==> src/rtl/fetch_stage.sv <==
// fetch_stage: RV32I fetch PC, imem request/response handshake and IF/ID register; optional FETCH_PERF_EN adds perf counters
module fetch_stage #(
  parameter logic [31:0] RESET_PC  = 32'h0000_0000,
  parameter logic [31:0] NOP_INSTR = 32'h0000_0013
) (
  input  logic        clk,
  input  logic        rst_n,
  input  logic        F_stall,
  input  logic        D_stall,
  input  logic        D_flush,
  input  logic        E_pcsrc,
  input  logic [31:0] E_pc_target,
  output logic        imem_req,
  output logic [31:0] imem_addr,
  input  logic        imem_gnt,
  input  logic        imem_rvalid,
  input  logic [31:0] imem_rdata,
  output logic        D_valid,
  output logic [31:0] D_instr,
  output logic [31:0] D_pc,
`ifdef FETCH_PERF_EN
  output logic [31:0] perf_fetch_cnt,
  output logic [31:0] perf_bubble_cnt,
`endif
  output logic [31:0] D_pc_plus4
);

  typedef enum logic [1:0] {ISSUE, WAIT, HOLD, DISCARD} state_t;

  state_t      state, state_nx;
  logic        run;
  logic [31:0] F_pc, resp_pc, hold_instr, hold_pc, d_instr_q;
  logic        fire, ld_resp, ld_hold, ld;

  assign imem_addr = F_pc;
  assign fire      = imem_req & imem_gnt;
  assign ld_resp   = (state == WAIT) & imem_rvalid & !D_stall & !E_pcsrc;
  assign ld_hold   = (state == HOLD) & !D_stall & !E_pcsrc;
  assign ld        = ld_resp | ld_hold;

  // state register; run keeps requests off until the first edge after reset
  always_ff @(posedge clk or negedge rst_n)
    if (!rst_n) begin
      state <= ISSUE;
      run   <= 1'b0;
    end else begin
      state <= state_nx;
      run   <= 1'b1;
    end

  // next state: redirect first, then the normal handshake
  always_comb begin
    state_nx = state;
    if (E_pcsrc)
      state_nx = ((state == WAIT || state == DISCARD) && !imem_rvalid) ? DISCARD : ISSUE;
    else
      case (state)
        ISSUE:   state_nx = fire ? WAIT : ISSUE;
        WAIT:    if (imem_rvalid) state_nx = D_stall ? HOLD : (fire ? WAIT : ISSUE);
        HOLD:    if (!D_stall) state_nx = ISSUE;
        default: if (imem_rvalid) state_nx = ISSUE;
      endcase
  end

  // outputs: request qualification, NOP gating and sequential PC
  always_comb begin
    imem_req   = run & !F_stall & !E_pcsrc &
                 (state == ISSUE | (state == WAIT & imem_rvalid & !D_stall));
    D_instr    = D_valid ? d_instr_q : NOP_INSTR;
    D_pc_plus4 = D_pc + 32'd4;
  end

  // fetch PC advances on grant; resp_pc remembers the address in flight
  always_ff @(posedge clk or negedge rst_n)
    if (!rst_n) begin
      F_pc    <= RESET_PC;
      resp_pc <= RESET_PC;
    end else if (E_pcsrc) begin
      F_pc <= E_pc_target & ~32'd3;
    end else if (fire) begin
      F_pc    <= F_pc + 32'd4;
      resp_pc <= F_pc;
    end

  // skid register catches a response that arrives while decode is stalled
  always_ff @(posedge clk or negedge rst_n)
    if (!rst_n) begin
      hold_instr <= NOP_INSTR;
      hold_pc    <= 32'd0;
    end else if (state == WAIT && imem_rvalid && D_stall) begin
      hold_instr <= imem_rdata;
      hold_pc    <= resp_pc;
    end

  // IF/ID register: flush beats stall beats load; an unstalled cycle without a load is a bubble
  always_ff @(posedge clk or negedge rst_n)
    if (!rst_n) begin
      D_valid   <= 1'b0;
      d_instr_q <= NOP_INSTR;
      D_pc      <= 32'd0;
    end else if (D_flush) begin
      D_valid <= 1'b0;
    end else if (!D_stall) begin
      D_valid <= ld;
      if (ld) begin
        d_instr_q <= ld_hold ? hold_instr : imem_rdata;
        D_pc      <= ld_hold ? hold_pc : resp_pc;
      end
    end

`ifdef FETCH_PERF_EN
  // perf counters: real IF/ID loads and unstalled empty cycles
  always_ff @(posedge clk or negedge rst_n)
    if (!rst_n) begin
      perf_fetch_cnt  <= 32'd0;
      perf_bubble_cnt <= 32'd0;
    end else begin
      if (ld && !D_flush) perf_fetch_cnt <= perf_fetch_cnt + 32'd1;
      if (!D_stall && !(ld && !D_flush)) perf_bubble_cnt <= perf_bubble_cnt + 32'd1;
    end
`endif

endmodule

==> config.mk <==
export PLATFORM = sky130hd
export DESIGN_NAME = fetch_stage
export DESIGN_NICKNAME = d
export VERILOG_FILES = /design/src/rtl/fetch_stage.sv
export SDC_FILE = /design/constraint.sdc
export NUM_CORES = 1
export LEC_CHECK = 0
export ABC_AREA = 1
export ABC_CLOCK_PERIOD_IN_PS = 1500
export CAP_MARGIN = 20
export CORE_MARGIN = 3
export CORE_UTILIZATION = 47
export DETAILED_ROUTE_END_ITERATION = 10
export PLACE_DENSITY = 0.76
export SLEW_MARGIN = 20
export SYNTH_ARGS = -nofsm -noshare
export SYNTH_HDL_FRONTEND = slang
export SYNTH_SLANG_ARGS = --single-unit
==> constraint.sdc <==
create_clock -name clk -period 1.5 [get_ports clk]
set_input_delay 0.3 -clock clk [delete_from_list [all_inputs] [get_ports clk]]
set_output_delay 0.3 -clock clk [all_outputs]
set_load 0.05 [all_outputs]
==> flow_summary.json, run 1 <==
{
  "violations": "setup timing",
  "cp.arrival_ns": 2.07,
  "die_y_microns": 153,
  "path_class": "flip-flop to output port",
  "cts_num_sinks": 188,
  "yosysSeqAreaShare": 0.466,
  "timing.fmax_ghz": 0.421,
  "ir_drop_mv": 1.06,
  "port_buffers": 193,
  "netlist_area_sq_um": 10100,
  "htree_levels": 4,
  "post-synth-top-area-fraction": 0.450,
  "pwr_density_cell_nw_per_um2": 1910,
  "grt_max_degree": 61,
  "drt_iter0_markers": 2064,
  "hold_slack_ns": 0.359,
  "grt_pass1_vias": 10700,
  "pwr-share-seq": 0.278,
  "grt_pass1_wl_microns": 53800,
  "clock_power_share": 0.131,
  "layout.nets": 1861,
  "swShare": 0.462,
  "ios": 202,
  "skew_ns": 0.00908,
  "maxCapViolCount": 0,
  "yosys-top-cells-area": "dfrtp_1 45%, nand2_1 16%, nor2_1 7.7%, inv_1 6.1%, o21ai_0 4.8%",
  "dr.pass1.iters": 7,
  "timing.final.crit_share": 1.58,
  "total_power_mw": 35.8,
  "synthCells": 1429,
  "routed_wl_microns": 52400,
  "start_kind": "flip-flop",
  "r2r_cells": 10,
  "clk_latency_ns": 0.45,
  "yosysTopAreaCell": "dfrtp_1",
  "hold_class": "primary input to async pin",
  "power.share.combinational": 0.590,
  "fin_tns_setup_ns": -58.59,
  "antenna_found_initial": 2,
  "synth-async-reset-ratio": 1.00,
  "num_rows": 53,
  "place_ws_ns": -0.428,
  "remaining_drc_errors": 0,
  "start_util": 0.480,
  "synth_cell_types": 33,
  "synth_seq_cells": 188,
  "cp_top_family": "simple AND/OR/NAND/NOR gates",
  "numCtsBuffers": 17,
  "yosysWarnings": 0,
  "setup_slack_ns": -0.874,
  "end_kind": "output port",
  "clockBufferDepth": 2,
  "die_area_sq_um": 23300,
  "synth.avg_cell_area_sq_um": 7.08,
  "track_usage": 0.279,
  "die_width_microns": 153,
  "dp.cells": 1964,
  "ys.flop_type": "dfrtp_1",
  "drv_slew": 0,
  "min_period_ns": 2.37,
  "crit_fanout": 3,
  "cp_num_buf_inv": 2,
  "core_sq_um": 21100,
  "syn2layout_area_growth_pct": 85.8,
  "clkSlewWorstSetupHoldPaths_ns": 0.08,
  "gp_congestion": 0.934,
  "fillCellCount": 775,
  "slowest_stage": "dfrtp_4",
  "p_sw_mw": 16.5,
  "rsz0062_at_grt": "yes",
  "cts_tree": "yes",
  "required_ns": 1.20,
  "crit_cells": 8,
  "vias": 13000,
  "grt_overflow_total": 0,
  "post_route_cells_drive_above_1_share": 0.436,
  "p_leak_nw": 8.75,
  "cp_cell_sequence": "buf_6, nand2_2, nor2_2, nand2_2, nor2_2, nand3b_1, nand2_4, buf_12",
  "status": "finished, violations left",
  "post_drt_wl_per_cell_microns": 25.2,
  "internal_power_mw": 19.3,
  "timing.final.hold_violations": 0,
  "ant_nets": 0,
  "avgViaCountPerCell": 6.28,
  "cts_root_buf": "clkbuf_16",
  "synth_edf_count": 0,
  "hpwl_microns": 22100,
  "setup_viol": 248,
  "cpPeakStageDelay_ns": 0.45,
  "layoutNonFillerInstCount": 2076
}
registers in the layout, summed over array words and instances, names as in the netlist:
register,flops
D_pc,30
D_valid,1
d_instr_q,32
hold_instr,32
hold_pc,30
imem_addr,30
resp_pc,30
run,1
state,2
per-layer routing:
layer,wire [microns],global-route usage,up-vias
met5,11,0,-
met4,5270,0.106,2
met3,6360,0.0437,475
met2,23800,0.462,1343
met1,17000,0.373,6056
li1,-,-,5154
cells in the final DEF, fill, tap and decap left out, drive strengths merged, types with 3 or more instances in the layout:
master,n
nand3,94
clkdlybuf4s50,65
clkbuf,40
dfrtp,182
nand4,7
inv,147
buf,314
or2,3
dlygate4sd2,3
nor2,211
xnor2,3
xor2,25
nand3b,5
o21ai,130
conb,7
a21oi,66
nor3,14
dfstp,6
clkinvlp,27
nand2,438
clkinv,4
what timing repair did:
action | CTS | global route
pin swaps | 39 | 106
gates resized for setup | 169 | 347
setup endpoints to repair | 90 | 200
cloned | 5 | 30
buffers inserted | 26 | 38
hold buffers | 1 | 0
endpoints found under the hold margin | 32 | 0
through the flow:
| step | utilization | instance area, sq um |
|---|---|---|
| 2_1_floorplan | - | 11000 |
| 3_3_place_gp | 0.723 | 15300 |
| 3_5_place_dp | 0.723 | 15300 |
| 4_1_cts | 0.794 | 16700 |
| 5_1_grt | 0.891 | 18800 |
| 6_report | 0.891 | 18800 |
synth_stat cells, types with 13 or more instances:
master / number
a21oi_1: 66
buf_2: 35
clkbuf_1: 21
dfrtp_1: 182
inv_1: 164
nand2_1: 436
nand3_1: 93
nor2_1: 208
nor3_1: 13
o21ai_0: 98
o21ai_1: 32
xor2_1: 25
layout make-up:
type | count | area [sq um] | area share
multi-input cells | 1009 | 6520 | 0.347
repair buffers | 403 | 5790 | 0.308
flip-flops and latches | 188 | 4810 | 0.256
inverters | 167 | 746 | 0.0397
clock buffers | 20 | 447 | 0.0238
well taps | 275 | 344 | 0.0183
clock inverters | 12 | 139 | 0.00739
repair inverters | 1 | 7.51 | 0.000399
diodes | 1 | 2.50 | 0.000133
cell families (layout without fill, tap and decap cells):
group                    after synthesis  after routing  share of synthesized area
AO/OA/AOI/OAI                        199            199                     0.0989
XOR/XNOR                              28             28                     0.0242
adder cells (fa/ha/maj)                2              2                    0.00247
buffers and inverters                237            603                     0.0980
flip-flops                           188            188                      0.466
other                                  2              8                   0.000742
AND/OR/NAND/NOR                      773            773                      0.310
power by group through the flow:
stage          Clock (mW)  Sequential (mW)  Combinational [mW]
2_1_floorplan           0             10.6                6.17
3_3_place_gp            0             8.86                15.0
3_5_place_dp            0             8.97                15.3
4_1_cts              4.53             9.07                16.3
5_1_grt              4.88             10.0                21.7
6_report             4.71             9.97                21.1
path summary, 6_finish.rpt:
| kind | startpoint | slack (ns) | end |
|---|---|---|---|
| max in group asynchronous | rst_n | 0.44 | D_pc[10] |
| worst max-delay path | D_pc[18] | -0.87 | D_pc_plus4[30] |
| worst min-delay path | rst_n | 0.36 | hold_instr[30] |
| worst max register to register | state[1] | -0.66 | d_instr_q[0] |
| min in group clk | E_pc_target[10] | 0.42 | imem_addr[10] |
| worst min register to register | hold_instr[5] | 0.52 | hold_instr[5] |
(Power assumes the default switching activity.)
==> run 2: changes to the inputs <==
--- a/config.mk
+++ b/config.mk
@@ -8,6 +8,7 @@
 export ABC_AREA = 1
 export ABC_CLOCK_PERIOD_IN_PS = 1500
 export CAP_MARGIN = 20
+export CORE_ASPECT_RATIO = 0.5
 export CORE_MARGIN = 3
 export CORE_UTILIZATION = 47
 export DETAILED_ROUTE_END_ITERATION = 10
==> run 2 against run 1 <==
  * The flow now stops in global routing
  * Synthesized cell count stayed put
  * Synthesized area stayed put
==> flow_summary.json, run 2 <==
{
  "worst_endpoint": "D_pc_plus4[28]",
  "netlist_area_sq_um": 10100,
  "place_ws_ns": -0.484,
  "haltStage": "global routing",
  "clockBufferDepth": 2,
  "synth.avg_cell_area_sq_um": 7.08,
  "status": "stopped before the end",
  "grt_overflow_total": 275,
  "cts_num_sinks": 188,
  "yosysSeqAreaShare": 0.466,
  "gp_congestion": 0.920,
  "antenna_found_initial": 8,
  "track_usage": 0.832,
  "synth_seq_cells": 188,
  "die_width_microns": 213,
  "synth_commonest_cells": "436 x nand2_1, 208 x nor2_1, 182 x dfrtp_1, 164 x inv_1, 98 x o21ai_0",
  "yosysWarnings": 0,
  "synth-async-reset-ratio": 1.00,
  "htree_levels": 4,
  "start_util": 0.486,
  "dpl_cell_area_sq_um": 15300,
  "port_buffers": 193,
  "synth_cell_types": 33,
  "num_rows": 37,
  "tool.error": "[ERROR GRT-0232] Routing congestion too high. Check the congestion heatmap in the GUI.",
  "cts_root_buf": "clkbuf_16",
  "synth_edf_count": 0,
  "hpwl_microns": 23700,
  "worst-ep-kind": "primary output",
  "post-synth-top-area-fraction": 0.450,
  "yosysTopAreaCell": "dfrtp_1",
  "die_y_microns": 110,
  "ios": 202,
  "numCtsBuffers": 17,
  "yosysMostFrequentCell": "nand2_1",
  "grt_max_degree": 63,
  "ys.flop_type": "dfrtp_1",
  "yosys-top-cells-area": "dfrtp_1 45%, nand2_1 16%, nor2_1 7.7%, inv_1 6.1%, o21ai_0 4.8%",
  "synthCells": 1429
}
-- run 2: cell counts after synthesis --
No cell type changed its count.
-- run 2: cell families after synthesis --
family                     Yosys count  share of synthesized area
AOI/OAI and AO/OA                  199                     0.0989
xor gates and xnor gates            28                     0.0242
adders and majority gates            2                    0.00247
buffers and inverters              237                     0.0980
DFF                                188                      0.466
other                                2                   0.000742
and+or+nand+nor                    773                      0.310
-- run 2: routing by layer --
layer / global-route usage / GRT overflow
met4: 0.855 / 102
met5: 0.438 / 3
met1: 0.814 / 4
met2: 0.976 / 154
met3: 0.721 / 12
-- run 2: metrics by stage --
step                      cells  setup TNS [ns]  utilization
after CTS                  2055          -35.40        0.842
after detailed placement   1963          -61.04        0.733
after global placement     1963          -54.61        0.733
after floorplan            1434           -9.07            -
-- run 2: timing repair --
item	4_1_cts
endpoints found under the hold margin	31
pin swaps	64
resized for setup	239
hold buffers	1
setup buffers	44
setup endpoints to repair	137
gates cloned	21
==> run 3: changes to the inputs <==
--- a/config.mk
+++ b/config.mk
@@ -6,13 +6,12 @@
 export NUM_CORES = 1
 export LEC_CHECK = 0
 export ABC_AREA = 1
-export ABC_CLOCK_PERIOD_IN_PS = 1500
+export ABC_CLOCK_PERIOD_IN_PS = 1950
 export CAP_MARGIN = 20
-export CORE_ASPECT_RATIO = 0.5
 export CORE_MARGIN = 3
-export CORE_UTILIZATION = 47
+export CORE_UTILIZATION = 40
 export DETAILED_ROUTE_END_ITERATION = 10
-export PLACE_DENSITY = 0.76
+export PLACE_DENSITY_LB_ADDON = 0.15
 export SLEW_MARGIN = 20
 export SYNTH_ARGS = -nofsm -noshare
 export SYNTH_HDL_FRONTEND = slang
==> constraint.sdc (replaced) <==
create_clock -name clk -period 1.95 [get_ports clk]
set_input_delay 0.39 -clock clk [delete_from_list [all_inputs] [get_ports clk]]
set_output_delay 0.39 -clock clk [all_outputs]
set_load 0.05 [all_outputs]
==> run 3 against run 2 <==
  * The flow now finishes, with violations (setup timing)
==> flow_summary.json, run 3 (same netlist as run 1, synthesis figures left out) <==
{
  "ios": 202,
  "slowest_stage": "dfrtp_2",
  "rsz0062_at_grt": "yes",
  "cts_root_buf": "clkbuf_16",
  "core_sq_um": 24600,
  "clock_power_share": 0.172,
  "setup_viol": 27,
  "syn2layout_area_growth_pct": 49.5,
  "place_ws_ns": -0.0804,
  "required_ns": 1.56,
  "drt_iter0_markers": 611,
  "ff2ff_setup_slack_ns": 0.20,
  "num_rows": 57,
  "power.share.combinational": 0.503,
  "skew_ns": 0.0138,
  "clk_latency_ns": 0.43,
  "r2r_start": "imem_addr[3]",
  "timing.fmax_ghz": 0.432,
  "cts_num_sinks": 188,
  "clkSlewWorstSetupHoldPaths_ns": 0.07,
  "crit_cells": 7,
  "cp_num_buf_inv": 3,
  "dr.pass1.iters": 5,
  "post_route_cells_drive_above_1_share": 0.247,
  "port_buffers": 193,
  "start_util": 0.411,
  "cpPeakStageDelay_ns": 0.44,
  "grt_pass1_wl_microns": 46900,
  "clockBufferDepth": 2,
  "track_usage": 0.215,
  "swShare": 0.428,
  "post_drt_wl_per_cell_microns": 14.3,
  "hold_class": "primary input to async pin",
  "post-route-util": 0.615,
  "path_class": "flip-flop to output port",
  "p_sw_mw": 9.06,
  "drv_slew": 0,
  "hpwl_microns": 20500,
  "r2r_cells": 10,
  "final_cell_mix": "401 x nand2_1, 184 x nor2_1, 155 x dfrtp_1, 154 x inv_1, 150 x buf_4",
  "layout.nets": 1759,
  "layout.cells.most_common": "nand2_1",
  "remaining_drc_errors": 0,
  "antenna_found_initial": 0,
  "multi_input_area_sq_um": 5290,
  "n_antenna_cell": 0,
  "p_leak_nw": 7.51,
  "start_kind": "flip-flop",
  "cts_tree": "yes",
  "grt_pass1_vias": 9312,
  "cp.arrival_ns": 1.92,
  "pwr_density_cell_nw_per_um2": 1400,
  "pwr-share-seq": 0.325,
  "ir_drop_mv": 1.17,
  "min_period_ns": 2.31,
  "setup_slack_ns": -0.365,
  "internal_power_mw": 12.1,
  "fillCellCount": 2186,
  "reg.largest.list": "d_instr_q (32), hold_instr (32)",
  "layoutNonFillerInstCount": 2022,
  "grt_max_degree": 61,
  "violations": "setup timing",
  "dp.cells": 1950,
  "grt_overflow_total": 0,
  "status": "finished, violations left",
  "maxCapViolCount": 0,
  "die_y_microns": 165,
  "die_width_microns": 165,
  "hold_slack_ns": 0.456,
  "end_kind": "output port",
  "htree_levels": 4,
  "timing.final.hold_violations": 0,
  "total_power_mw": 21.1,
  "crit_fanout": 4,
  "routed_wl_microns": 28800,
  "gp_congestion": 0.869,
  "timing.final.crit_share": 1.19,
  "avgViaCountPerCell": 4.81,
  "seq_area_sq_um": 4750,
  "numCtsBuffers": 17,
  "vias": 9731,
  "die_area_sq_um": 27200,
  "ant_nets": 0,
  "reg2reg_to": "imem_addr[26]",
  "cp_top_family": "flip-flops",
  "cp_cell_sequence": "ha_4, inv_6, nor3_4, buf_4, nand3_2, xor2_4, buf_12"
}
-- run 3: per-stage QoR --
step,TNS (ns),cell area [sq um]
floorplan,-1.33,10700
global placement,-1.46,13800
detailed placement,-3.80,13800
CTS,-7.19,14900
global route,-9.16,15100
finish,-6.92,15100
-- run 3: power by group through the flow --
stage / Sequential (mW) / Clock (mW) / Combinational (mW)
global placement: 6.85 / 0 / 9.66
CTS: 6.83 / 3.73 / 10.5
floorplan: 8.02 / 0 / 4.64
global route: 7.07 / 3.90 / 11.5
detailed placement: 6.91 / 0 / 9.83
finish: 6.87 / 3.64 / 10.6
-- run 3: how the worst max path moves through the flow --
| stage | startpoint | end |
|---|---|---|
| after floorplan | D_pc[2] | D_pc_plus4[20] |
| after global placement | imem_rvalid | imem_req |
| after CTS | D_pc[3] | D_pc_plus4[16] |
| after global routing | D_pc[3] | D_pc_plus4[16] |
| after detailed placement | E_pcsrc | D_pc[13] |
| final | D_pc[3] | D_pc_plus4[16] |
-- run 3: what timing repair did --
action / in CTS / in global routing
buffers inserted: 31 / 11
endpoints found under the setup margin: 30 / 29
hold buffers: 1 / 0
gates cloned: 0 / 0
resized for setup: 83 / 26
pin swaps: 54 / 24
hold endpoints to repair: 36 / 0
-- run 3: cell type report --
class / count / area share
Clock buffer: 21 / 0.0304
Clock inverter: 11 / 0.0104
Inverter: 167 / 0.0428
Multi-Input combinational cell: 1009 / 0.350
Sequential cell: 188 / 0.314
Tap cell: 324 / 0.0268
Timing Repair Buffer: 302 / 0.225
-- run 3: layer usage --
layer	part of all wire	vias to the layer above	global-route usage	wire [microns]
li1	-	4940	-	-
met1	0.48	4487	0.311	13700
met3	0.048	41	0.0349	1380
met5	0	-	0	0
met4	0.023	0	0.0663	672
met2	0.45	263	0.332	13000
==> run 4: changes to the inputs <==
--- a/config.mk
+++ b/config.mk
@@ -10,6 +10,7 @@
 export CAP_MARGIN = 20
 export CORE_MARGIN = 3
 export CORE_UTILIZATION = 40
+export CTS_BUF_LIST = sky130_fd_sc_hd__clkbuf_4
 export DETAILED_ROUTE_END_ITERATION = 10
 export PLACE_DENSITY_LB_ADDON = 0.15
 export SLEW_MARGIN = 20
==> run 4 against run 3 <==
  * The flow still finishes with violations (setup timing)
  * Clock-buffer cell count fell by 2
  * Final area rose by 0.89%
  * Clock skew up 0.019 ns
==> flow_summary.json, run 4 (same netlist as run 1, synthesis figures left out) <==
{
  "reg.largest.list": "d_instr_q (32), hold_instr (32)",
  "cts_root_buf": "clkbuf_4",
  "ir_drop_mv": 1.13,
  "htree_levels": 4,
  "dp.cells": 1950,
  "multi_input_area_sq_um": 5520,
  "grt_max_degree": 61,
  "setup_viol": 35,
  "core_sq_um": 24600,
  "cts_num_sinks": 188,
  "reg2reg_to": "imem_addr[26]",
  "clk_latency_ns": 0.58,
  "total_power_mw": 20.1,
  "skew_ns": 0.0326,
  "grt_overflow_total": 0,
  "crit_end": "D_pc_plus4[16]",
  "timing.final.hold_violations": 0,
  "grt_pass1_vias": 9368,
  "ios": 202,
  "numCtsBuffers": 17,
  "die_area_sq_um": 27200,
  "final_area_sq_um": 15300,
  "pwr_density_cell_nw_per_um2": 1320,
  "clockBufferDepth": 2,
  "status": "finished, violations left",
  "fin_tns_setup_ns": -12.28,
  "grt_pass1_wl_microns": 47200,
  "cp.arrival_ns": 2.11,
  "track_usage": 0.217,
  "fillCellCount": 2168,
  "dr.pass1.iters": 5,
  "drt_iter0_markers": 659,
  "min_period_ns": 2.50,
  "remaining_drc_errors": 0,
  "dpl_cell_area_sq_um": 13800,
  "post-route-util": 0.620,
  "seq_area_sq_um": 4750,
  "post_drt_wl_per_cell_microns": 14.4,
  "hold_class": "primary input to async pin",
  "end_kind": "output port",
  "start_util": 0.411,
  "layout.nets": 1759,
  "avgViaCountPerCell": 4.85,
  "port_buffers": 193,
  "ant_nets": 0,
  "startpoint": "D_pc[3]",
  "syn2layout_area_growth_pct": 50.9,
  "path_class": "flip-flop to output port",
  "clkSlewWorstSetupHoldPaths_ns": 0.15,
  "violations": "setup timing",
  "final_cell_mix": "374 x nand2_1, 185 x nor2_1, 154 x dfrtp_1, 124 x inv_1, 121 x buf_4",
  "post_route_cells_drive_above_1_share": 0.280,
  "crit_fanout": 4,
  "antenna_found_initial": 1,
  "start_kind": "flip-flop",
  "r2r_cells": 10,
  "rsz0062_at_grt": "yes",
  "gp_congestion": 0.869,
  "r2r_start": "imem_addr[3]",
  "timing.fmax_ghz": 0.400,
  "die_width_microns": 165,
  "p_leak_nw": 7.64,
  "setup_slack_ns": -0.552,
  "die_y_microns": 165,
  "routed_wl_microns": 29100,
  "layoutNonFillerInstCount": 2023,
  "required_ns": 1.56,
  "maxCapViolCount": 0,
  "hpwl_microns": 20500,
  "num_rows": 57,
  "layout.cells.most_common": "nand2_1",
  "timing.final.crit_share": 1.28,
  "hold_slack_ns": 0.299,
  "place_ws_ns": -0.0804,
  "ff2ff_setup_slack_ns": 0.17,
  "vias": 9805,
  "cts_tree": "yes",
  "drv_slew": 0
}
run 4: worst max-delay path, cell delays in order, from the launching register on:
cell,delay (ns)
dfrtp_2,0.46
ha_4,0.18
inv_6,0.04
nor3_4,0.24
buf_4,0.17
nand3_2,0.12
xor2_4,0.18
buf_12,0.15
run 4: what timing repair did:
action / in CTS / in global routing
hold buffers: 1 / 0
setup buffers: 36 / 9
gates resized for setup: 165 / 81
pin swaps: 34 / 25
endpoints found under the hold margin: 37 / 0
cloned: 3 / 0
endpoints found under the setup margin: 54 / 72
run 4: cell type report:
| cell class | instances | area share |
|---|---|---|
| Antenna cell | 1 | 0.000164 |
| Clock buffer | 19 | 0.00935 |
| Clock inverter | 13 | 0.0108 |
| Inverter | 167 | 0.0437 |
| Multi-Input combinational cell | 1009 | 0.362 |
| Sequential cell | 188 | 0.312 |
| Tap cell | 324 | 0.0266 |
| Timing Repair Buffer | 302 | 0.236 |
run 4: worst min-delay path by stage:
stage           from  depth (start not counted)  slack, ns             to
6_report       rst_n                          2       0.30  d_instr_q[20]
5_1_grt        rst_n                          2       0.28  d_instr_q[20]
4_1_cts        rst_n                          2       0.27  d_instr_q[20]
3_5_place_dp   rst_n                          1       0.35  d_instr_q[20]
3_3_place_gp   rst_n                          1       0.36  d_instr_q[20]
2_1_floorplan  rst_n                          0       0.09       D_pc[10]
run 4: per-layer routing:
layer / track usage / up-vias / part of all wire
li1: - / 4946 / -
met3: 0.0334 / 32 / 0.051
met2: 0.343 / 274 / 0.47
met4: 0.0610 / 0 / 0.018
met5: 0 / - / 0
met1: 0.312 / 4553 / 0.46
run 4: power by group:
group	total (mW)	internal [mW]	switching, mW
combinational	10.8	4.47	6.37
clock	2.29	0.930	1.36
sequential	7.01	5.60	1.40
